### src/rtl/hamming_encode_engine.sv
// rtl/hamming_encode_engine.sv - memory-walking Hamming SECDED encoder (11-bit data -> 16-bit codeword)
module hamming_encode_engine #(
    parameter int NUM_MSG  = 15,
    parameter int SRC_BASE = 0,
    parameter int DST_BASE = 30,
    parameter int AW       = 8
) (
    input  logic          clock_i,
    input  logic          reset_i,
    input  logic          start_i,
    output logic          done_o,
    output logic          busy_o,
    output logic [AW-1:0] mem_addr_o,
    output logic          mem_wen_o,
    output logic [7:0]    mem_wdata_o,
    input  logic [7:0]    mem_rdata_i
);
    localparam int IW = (NUM_MSG > 1) ? $clog2(NUM_MSG) : 1;
    localparam logic [IW-1:0] LAST_IDX = IW'(NUM_MSG - 1);
    localparam logic [AW-1:0] SRC_A    = AW'(SRC_BASE);
    localparam logic [AW-1:0] DST_A    = AW'(DST_BASE);

    typedef enum logic [2:0] {
        IDLE  = 3'd0,
        RD_LO = 3'd1,
        RD_HI = 3'd2,
        WR_LO = 3'd3,
        WR_HI = 3'd4,
        DONE  = 3'd5
    } state_t;

    state_t        state_q, state_d;
    logic [IW-1:0] idx_q, idx_d;
    logic [7:0]    lo_q, lo_d;
    logic [2:0]    hi_q, hi_d;
    logic          done_q, done_d;

    logic [11:1]   d;
    logic          p8, p4, p2, p1, p0;
    logic [15:0]   cw;
    logic [AW-1:0] off;

    // Only the three meaningful high-byte bits are kept; hi[7:3] is dropped at capture.
    assign d  = {hi_q, lo_q};
    assign p8 = ^d[11:5];
    assign p4 = (^d[11:8]) ^ (^d[4:2]);
    assign p2 = d[11] ^ d[10] ^ d[7] ^ d[6] ^ d[4] ^ d[3] ^ d[1];
    assign p1 = d[11] ^ d[9] ^ d[7] ^ d[5] ^ d[4] ^ d[2] ^ d[1];
    assign p0 = (^d) ^ p8 ^ p4 ^ p2 ^ p1;
    assign cw = {d[11:5], p8, d[4:2], p4, d[1], p2, p1, p0};

    assign off = AW'({idx_q, 1'b0});

    always_ff @(posedge clock_i) begin
        if (reset_i) begin
            state_q <= IDLE;
            idx_q   <= '0;
            lo_q    <= '0;
            hi_q    <= '0;
            done_q  <= 1'b0;
        end else begin
            state_q <= state_d;
            idx_q   <= idx_d;
            lo_q    <= lo_d;
            hi_q    <= hi_d;
            done_q  <= done_d;
        end
    end

    always_comb begin
        state_d     = state_q;
        idx_d       = idx_q;
        lo_d        = lo_q;
        hi_d        = hi_q;
        done_d      = done_q;
        mem_addr_o  = '0;
        mem_wen_o   = 1'b0;
        mem_wdata_o = '0;
        case (state_q)
            IDLE: begin
                if (start_i) begin
                    state_d = RD_LO;
                    idx_d   = '0;
                    done_d  = 1'b0;
                end
            end
            RD_LO: begin
                mem_addr_o = SRC_A + off;
                lo_d       = mem_rdata_i;
                state_d    = RD_HI;
            end
            RD_HI: begin
                mem_addr_o = SRC_A + off + AW'(1);
                hi_d       = mem_rdata_i[2:0];
                state_d    = WR_LO;
            end
            WR_LO: begin
                mem_addr_o  = DST_A + off;
                mem_wen_o   = 1'b1;
                mem_wdata_o = cw[7:0];
                state_d     = WR_HI;
            end
            WR_HI: begin
                mem_addr_o  = DST_A + off + AW'(1);
                mem_wen_o   = 1'b1;
                mem_wdata_o = cw[15:8];
                if (idx_q == LAST_IDX) begin
                    state_d = DONE;
                end else begin
                    idx_d   = idx_q + IW'(1);
                    state_d = RD_LO;
                end
            end
            DONE: begin
                done_d  = 1'b1;
                state_d = IDLE;
            end
            default: state_d = IDLE;
        endcase
    end

    assign busy_o = (state_q != IDLE);
    assign done_o = done_q;
endmodule

### config.mk
export PLATFORM = sky130hd
export DESIGN_NAME = hamming_encode_engine
export DESIGN_NICKNAME = d
export VERILOG_FILES = /design/src/rtl/hamming_encode_engine.sv
export SDC_FILE = /design/constraint.sdc
export NUM_CORES = 1
export LEC_CHECK = 0
export CAP_MARGIN = 40
export CORE_ASPECT_RATIO = 0.6
export CORE_MARGIN = 1
export CORE_UTILIZATION = 45
export DETAILED_ROUTE_END_ITERATION = 12
export PLACE_DENSITY = 0.81
export SETUP_SLACK_MARGIN = 0.15
export SYNTH_ARGS = -nofsm -noshare
export SYNTH_HDL_FRONTEND = slang
export SYNTH_SLANG_ARGS = --single-unit
export TNS_END_PERCENT = 5
### constraint.sdc
create_clock -name clock_i -period 2.2 [get_ports clock_i]
set_input_delay 0.33 -clock clock_i [delete_from_list [all_inputs] [get_ports clock_i]]
set_output_delay 0.33 -clock clock_i [all_outputs]
set_load 0.05 [all_outputs]
# Yosys cells after proc, flatten, opt, wreduce, memory -nomap -nowiden
# Index checks and enable logic that the tools add are counted.
[word_totals] memories=0 ramBits=0 regBits=19 mem_bits_ro=0 latch_bits=0 word_cells=56
[op_classes] bitwise_logic=17 order_cmp=0 mul=0 n_shift=0 n_mux=11 n_addsub=4 eq_ne=8 n_reduce_logical=11 n_div=0
[op_table] cell="one-hot mux 7 bit (4 select lines)" count=1
[op_table] cell="XOR 1 bit" count=17
[op_table] cell="one-hot mux 8 bit (2 select lines)" count=1
[op_table] cell="one-hot mux 3 bit (5 select lines)" count=1
[op_table] cell="parity 11 bit" count=1
[op_table] cell="2-to-1 mux 4 bit" count=2
[op_table] cell="one-hot mux 4 bit (2 select lines)" count=1
[op_table] cell="adder 6 x 1 -> 7 bit, second input constant" count=1
[op_table] cell="parity 7 bit" count=1
[op_table] cell="adder 5 x 1 -> 6 bit, second input constant" count=1
[op_table] cell="adder 5 x 5 -> 6 bit, first input constant" count=1
[op_table] cell="equality test 3 x 2 -> 1 bit, second input constant" count=2
[op_table] cell="equality test 3 bit, second input constant" count=2
[op_table] cell="2-to-1 mux 3 bit" count=2
[op_table] cell="adder 4 x 1 -> 4 bit, second input constant" count=1
[op_table] cell="equality test 4 bit, second input constant" count=1
[op_table] cell="inequality test 2 bit, second input constant" count=2
[op_table] cell="nonzero test 2 bit" count=2
[op_table] cell="parity 4 bit" count=1
[op_table] cell="equality test 3 x 1 -> 1 bit, second input constant" count=1
[op_table] cell="zero test 3 bit" count=1
[op_table] cell="AND reduction 3 bit" count=1
[op_table] cell="nonzero test 3 bit" count=1
[op_table] cell="parity 3 bit" count=1
[op_table] cell="other kinds (4)" count=5

# Depth between registers and ports, before layout
# Gate-level depths: netlist of run 1.
[depth] depth_word=9 mapped_depth=7 mapped_depth_nobuf=6

# Worst setup path after synthesis of run 1
# Ideal clock, no wire load.
[synth_timing] kind="register to output" from="reg state_q[1]" to="out mem_addr_o[3]" path_buffers=1 arrival_time_ps=2484 path_slack_ps=-614 path_stages_with_launch=6 cell_sequence="dfxtp_1 > clkbuf_1 > or3b_2 > nand2_1 > nand2_1 > o21ai_0"
[synth_between] elab_chain_len=2 word_cells_on_any_way=5 classes_between="4 x eq/ne; 1 x mux"
[synth_lines] item="from (decl)" line_no="32" text="state_t state_q, state_d;"
[synth_lines] item="from (signal assigned)" line_no="62" text="state_q <= state_d;"
[synth_lines] item="equality test 3 bit, or another cell as far along" line_no="79" text="case (state_q)"
[synth_lines] item="one-hot mux 7 bit (4 select lines) (*)" line_no="79"
[synth_lines] item="to (decl)" line_no="13" text="output logic [AW-1:0] mem_addr_o,"
# Every way passes the cells marked *; elsewhere a longest branch is shown, timed or not.

# Worst setup path in the final report of run 1
[layout_timing] from="reg lo_q[6]" to="out mem_wdata_o[2]"
[layout_between] elab_chain_len=6
[layout_lines] item="from (decl)" line_no="34" text="logic [7:0] lo_q, lo_d;"
[layout_lines] item="from (signal assigned)" line_no="64" text="lo_q <= lo_d;"
[layout_lines] item="XOR 1 bit (5 in a row)" line_no="47" text="assign p2 = d[11] ^ d[10] ^ d[7] ^ d[6] ^ d[4] ^ d[3] ^ d[1];"
[layout_lines] item="one-hot mux 8 bit (2 select lines)" line_no="79"
[layout_lines] item="to (decl)" line_no="15" text="output logic [7:0] mem_wdata_o,"
# Every way passes these cells.

==> results.toml, run 1 <==
[status]
status = "complete, but fails checks"
violations = "setup timing"

[final_layout]
layout-drive-gt1-share = 0.330
fin_nets = 206
final_util = 0.759
area_growth_syn_to_layout_pct = 51.7
antenna_cells = 0
stdcell_count = 231

[run]
cap_violations = 0

[power]
peakVddDrop_uv = 331
p_total_w = 0.00111
power_leakage_nw = 0.769
powerDensity_nw_per_um2 = 554

[route]
drt-total-wl_mm = 4.02
post_drt_wl_per_cell_um = 17.4
drc_errors = 0
ant_nets = 0
first_iter_violations = 173
dr.pass1.iters = 5
avgViaCountPerCell = 5.84
vias = 1348

[sta]
hold_viol = 0
final-setup-viol-count = 1
max_freq_ghz = 0.449
setup_ws_ps = -26.4
fin_crit_sh = 1.01
min_period_ps = 2230
finalMaxSlewViolations = 0
finClkSkew_ps = 3.53
setup_tns_ps = -26.4
grt_setup_unrepaired = "true"

[synth]
netlist_area_um2 = 1320
ys.flop_type = "dfxtp_1"
synth.avg_cell_area_um2 = 8.22
yosys-top-cells-area = "dfxtp_1 (29%), xnor2_1 (7.3%), xnor3_1 (6.8%), nor2_1 (6.0%), a21oi_1 (4.5%)"
ys.warnings.count = 0
synth_edf_count = 0
syn_inst = 161
yosysTopAreaCell = "dfxtp_1"
ys_seq_area_frac = 0.287
yosysMostFrequentCell = "nor2_1"
ys_types = 40
synth_top_cell_area_share = 0.287
ys_ff_latch = 19
ys_async_sr_fraction = 0
yosys-top-cells-count = "nor2_1 (21), dfxtp_1 (19), a21oi_1 (12)"

[grt]
grt_pass1_vias = 1258
grt_pass1_wl_mm = 6.44
grt-ovfl-total = 0
antenna_found_initial = 0
grt.total_usage = 0.274
grt_start_max_net_pins = 14

[worst_setup_path]
r2r_setup_slack_ps = 450
cpPeakStageDelay_ps = 450
crit_fanout = 2
worstPathRequired_ps = 1870
r2r_end = "idx_q[3]"
cp_slowest_cell = "xor3_2"
r2r.worst_path.cells = 5
start_kind = "flop"
cp_cell_sequence = "xor3_2, xnor3_1, or3_4, o21ai_4, buf_12"
cp.arrival_ps = 1900
criticalPathCategory = "reg2out"
regToRegStartpoint = "state_q[1]"
worst_setup_path_end_kind = "output port"

[clock_tree]
cts_root_buf = "clkbuf_8"
clk-insertion-delay-late_ps = 260
cts_tree = "built"
clk_pin_slew_ps = 70
htreeDepth = 1
clock-sinks = 19
holdBufCountCts = 0
tritoncts.num_buffers = 3
clk_path_buf_depth = 2

[floorplanning]
fp-row-count = 14
io_pins = 30
die_w_um = 72.0
start_util = 0.500
core_area_um2 = 2650
die_h_um = 44.0
die_area_um2 = 3170

[min_path]
hold_path_depth = 2
worstHoldStart = "done_o"
worstHoldPathType = "reg2reg"
hold_end = "done_o"

[placed_design]
io_buffer_count = 27
finalWeightedCongestion = 0.850
dp.cells = 224
dpl.hpwl_mm = 2.65
-- worst max-delay path: cells and delay by family, from the launching register on --
family | cells | cell delay, ps
buffers and inverters | 1 | 160
AOI/OAI and AO/OA | 1 | 90
DFF | 1 | 330
xor gates and xnor gates | 2 | 670
and+or+nand+nor | 1 | 370
-- final cells by class --
type                       instances  area (µm²)
clock inverter                     1        5.00
fill                             168         637
timing repair buffer              39         515
multi-input combinational        122         967
inverter                           7        26.3
sequential                        19         403
tap                               40        50.0
clock buffer                       3        41.3
-- where the power goes --
group	switching (W)	total, W	internal [W]
sequential	0.0000311	0.000395	0.000364
combinational	0.000245	0.000466	0.000222
clock	0.000126	0.000252	0.000126
total	0.000401	0.00111	0.000712
-- logic make-up (layout without fill, tap and decap cells) --
kind of cell,after synthesis,in the layout,share of synthesized area
and+or+nand+nor,50,50,0.182
AOI/OAI and AO/OA,42,42,0.205
buffers and inverters,21,50,0.0681
xor gates and xnor gates,19,19,0.180
DFF,19,19,0.287
muxes,6,6,0.0463
adders and majority gates,3,3,0.0284
other,1,2,0.00283
-- layer usage --
layer	GRT usage	share of wire	vias to the layer above
li1	-	-	625
met5	0	0	-
met3	0.0888	0.10	10
met4	0.0941	0.022	0
met1	0.379	0.43	631
met2	0.408	0.44	82
-- sequential cells by signal, indices dropped and copies added, names as in the netlist --
register / cells
idx_q: 4
state_q: 3
lo_q: 8
hi_q: 3
done_o: 1
-- stage by stage --
step	cell area, µm²	worst slack (ps)	hold WS, ps
final	2010	-26.4	471
after global routing	2010	-59.6	484
after CTS	1950	-4.79	473
after detailed placement	1810	112	463
after global placement	1810	181	457
after floorplan	1340	-52.0	427
-- worst max-delay path by stage --
stage,startpoint,endpoint,slack (ps),depth (start not counted)
after floorplan,state_q[1],mem_addr_o[1],-50,4
after global placement,hi_q[0],mem_wdata_o[4],180,5
after detailed placement,hi_q[0],mem_wdata_o[4],110,5
after CTS,lo_q[0],mem_wdata_o[2],-5,5
after global routing,lo_q[6],mem_wdata_o[0],-60,6
final,lo_q[6],mem_wdata_o[2],-30,5
-- placed cells by master, fill, tap and decap left out, types with 3 or more instances in the layout --
cell type / count
clkbuf_8: 3
clkdlybuf4s50_1: 11
a21oi_1: 12
o21ai_0: 5
dfxtp_2: 9
a22o_1: 5
o22ai_2: 3
dfxtp_1: 7
xnor2_1: 9
dfxtp_4: 3
inv_1: 7
buf_12: 15
buf_4: 11
nor3_1: 4
mux2i_1: 5
nand2_1: 7
nand2b_1: 3
nor2_1: 19
a211oi_1: 3
xnor3_1: 4
-- what timing repair did --
item	in CTS	in global routing
pin swaps	7	9
endpoints found under the setup margin	13	12
setup buffers	3	0
gates resized for setup	21	14
No activity file was read; power rests on OpenSTA's default activity.
==> inputs of run 2 (changes only) <==
--- a/constraint.sdc
+++ b/constraint.sdc
@@ -3,2 +3,2 @@
 set_output_delay 0.33 -clock clock_i [all_outputs]
-set_load 0.05 [all_outputs]
+set_load 0.01 [all_outputs]
==> results.toml, run 2 (synthesized netlist as in run 1, its figures left out) <==
[route]
avgViaCountPerCell = 5.55
vias = 1365
dr.pass1.iters = 4
ant_nets = 0
drt-total-wl_mm = 4.15
first_iter_violations = 149
drc_errors = 0
post_drt_wl_per_cell_um = 16.9

[worst_setup_path]
start_kind = "flop"
regToRegStartpoint = "idx_q[1]"
criticalPathCategory = "reg2out"
r2r_end = "idx_q[3]"
worstPathRequired_ps = 1870
worst_setup_path_end_kind = "output port"
cp.arrival_ps = 1830
crit_fanout = 2
r2r_setup_slack_ps = 490
r2r.worst_path.cells = 6

[run]
cap_violations = 0

[final_layout]
largestRegisters = "lo_q: 8 flops, idx_q: 4 flops"
largest_register_ff_count = 8
final_common_cell = "buf_4"
regMostFlops = "lo_q"
final_cell_mix = "buf_4 (23), nor2_1 (20), a21oi_1 (12)"
stdcell_count = 246
area_growth_syn_to_layout_pct = 47.3
fin_nets = 221
layout-drive-gt1-share = 0.296
nFillCells = 183
antenna_cells = 0

[sta]
min_period_ps = 2160
final-setup-viol-count = 0
grt_setup_unrepaired = "true"
hold_viol = 0
fin_crit_sh = 0.980
max_freq_ghz = 0.464
fin_hold_ws_ps = 474
finClkSkew_ps = 9.21
finalMaxSlewViolations = 0

[status]
status = "complete, no violations"

[grt]
grt_pass1_vias = 1225
grt.total_usage = 0.265
gr-max-usage-layer = "met2"
gr-usage-met2 = 0.415
grt_pass1_wl_mm = 6.12
grt-ovfl-total = 0
met3_usage = 0.0638
met1_usage = 0.361
antenna_found_initial = 0
grt_start_max_net_pins = 19

[min_path]
hold_path_depth = 2
worstHoldStart = "done_o"
worstHoldPathType = "reg2reg"
hold_end = "done_o"

[clock_tree]
htreeDepth = 1
clock-sinks = 19
clk-insertion-delay-late_ps = 270
clk_path_buf_depth = 2
cts_tree = "built"
cts_root_buf = "clkbuf_8"
clk_pin_slew_ps = 80
tritoncts.num_buffers = 3

[placed_design]
dpl.hpwl_mm = 2.76
finalWeightedCongestion = 0.846
dp.cells = 236
io_buffer_count = 27

[floorplanning]
die_w_um = 72.0
die_area_um2 = 3170
io_pins = 30
core_area_um2 = 2650
fp-row-count = 14
start_util = 0.500
die_h_um = 44.0

[power]
power_leakage_nw = 0.860
peakVddDrop_uv = 375
powerDensity_nw_per_um2 = 552
run 2: changes by cell type in the layout (fill, tap and decap cells not counted), moves of 3 or more:
cell           change
buf_12            -14
buf_2              +4
buf_4             +12
dlygate4sd2_1      +6
o22ai_1            +3
o22ai_2            -3
run 2: cell type report:
class                      count  area (µm²)  area share
timing repair buffer          54         464       0.238
sequential                    19         395       0.203
tap                           40        50.0      0.0257
inverter                       7        30.0      0.0154
multi-input combinational    122         965       0.495
clock buffer                   4        45.0      0.0231
run 2: stage by stage:
stage / power, W / cell area [µm²] / setup TNS (ps) / worst slack (ps) / utilization
finish: 0.00108 / 1950 / 0 / 43.1 / 0.737
global route: 0.00112 / 1950 / -12.9 / -12.9 / 0.737
CTS: 0.00103 / 1860 / 0 / 14.0 / 0.704
detailed placement: 0.000740 / 1740 / -350 / -126 / 0.658
global placement: 0.000726 / 1740 / -59.6 / -43.2 / 0.658
floorplan: 0.000610 / 1330 / 0 / 380 / -
run 2: how the worst max path moves through the flow:
stage	slack (ps)	endpoint	from
global route	-10	mem_wdata_o[2]	lo_q[6]
finish	40	mem_wdata_o[2]	lo_q[6]
global placement	-40	mem_wdata_o[4]	hi_q[0]
floorplan	380	mem_wdata_o[2]	lo_q[6]
detailed placement	-130	mem_wdata_o[0]	lo_q[6]
CTS	10	mem_wdata_o[4]	lo_q[2]
run 2: power by group:
part	total (W)	leakage (nW)	switching (W)	internal (W)
registers	0.000386	0.159	0.0000203	0.000365
clock network	0.000257	0.0228	0.000127	0.000129
logic	0.000434	0.678	0.000199	0.000235
total	0.00108	0.860	0.000347	0.000730
run 2: critical path, cell delays in order, from the launching register on:
cell and delay, ps:
dfxtp_2 350, xor3_2 470, xnor3_1 210, or3_1 310, o21ai_1 80, buf_2 140
run 2: per-layer routing:
metal	part of all wire	vias up	routed length [µm]
li1	-	651	-
met5	0	-	0
met4	0.018	0	76
met3	0.071	9	294
met1	0.46	651	1910
met2	0.45	54	1870
run 2: timing repair:
item | CTS | global route
setup buffers | 3 | 3
pin swaps | 11 | 10
endpoints found under the setup margin | 16 | 13
hold buffers | 0 | 0
gates resized for setup | 46 | 24
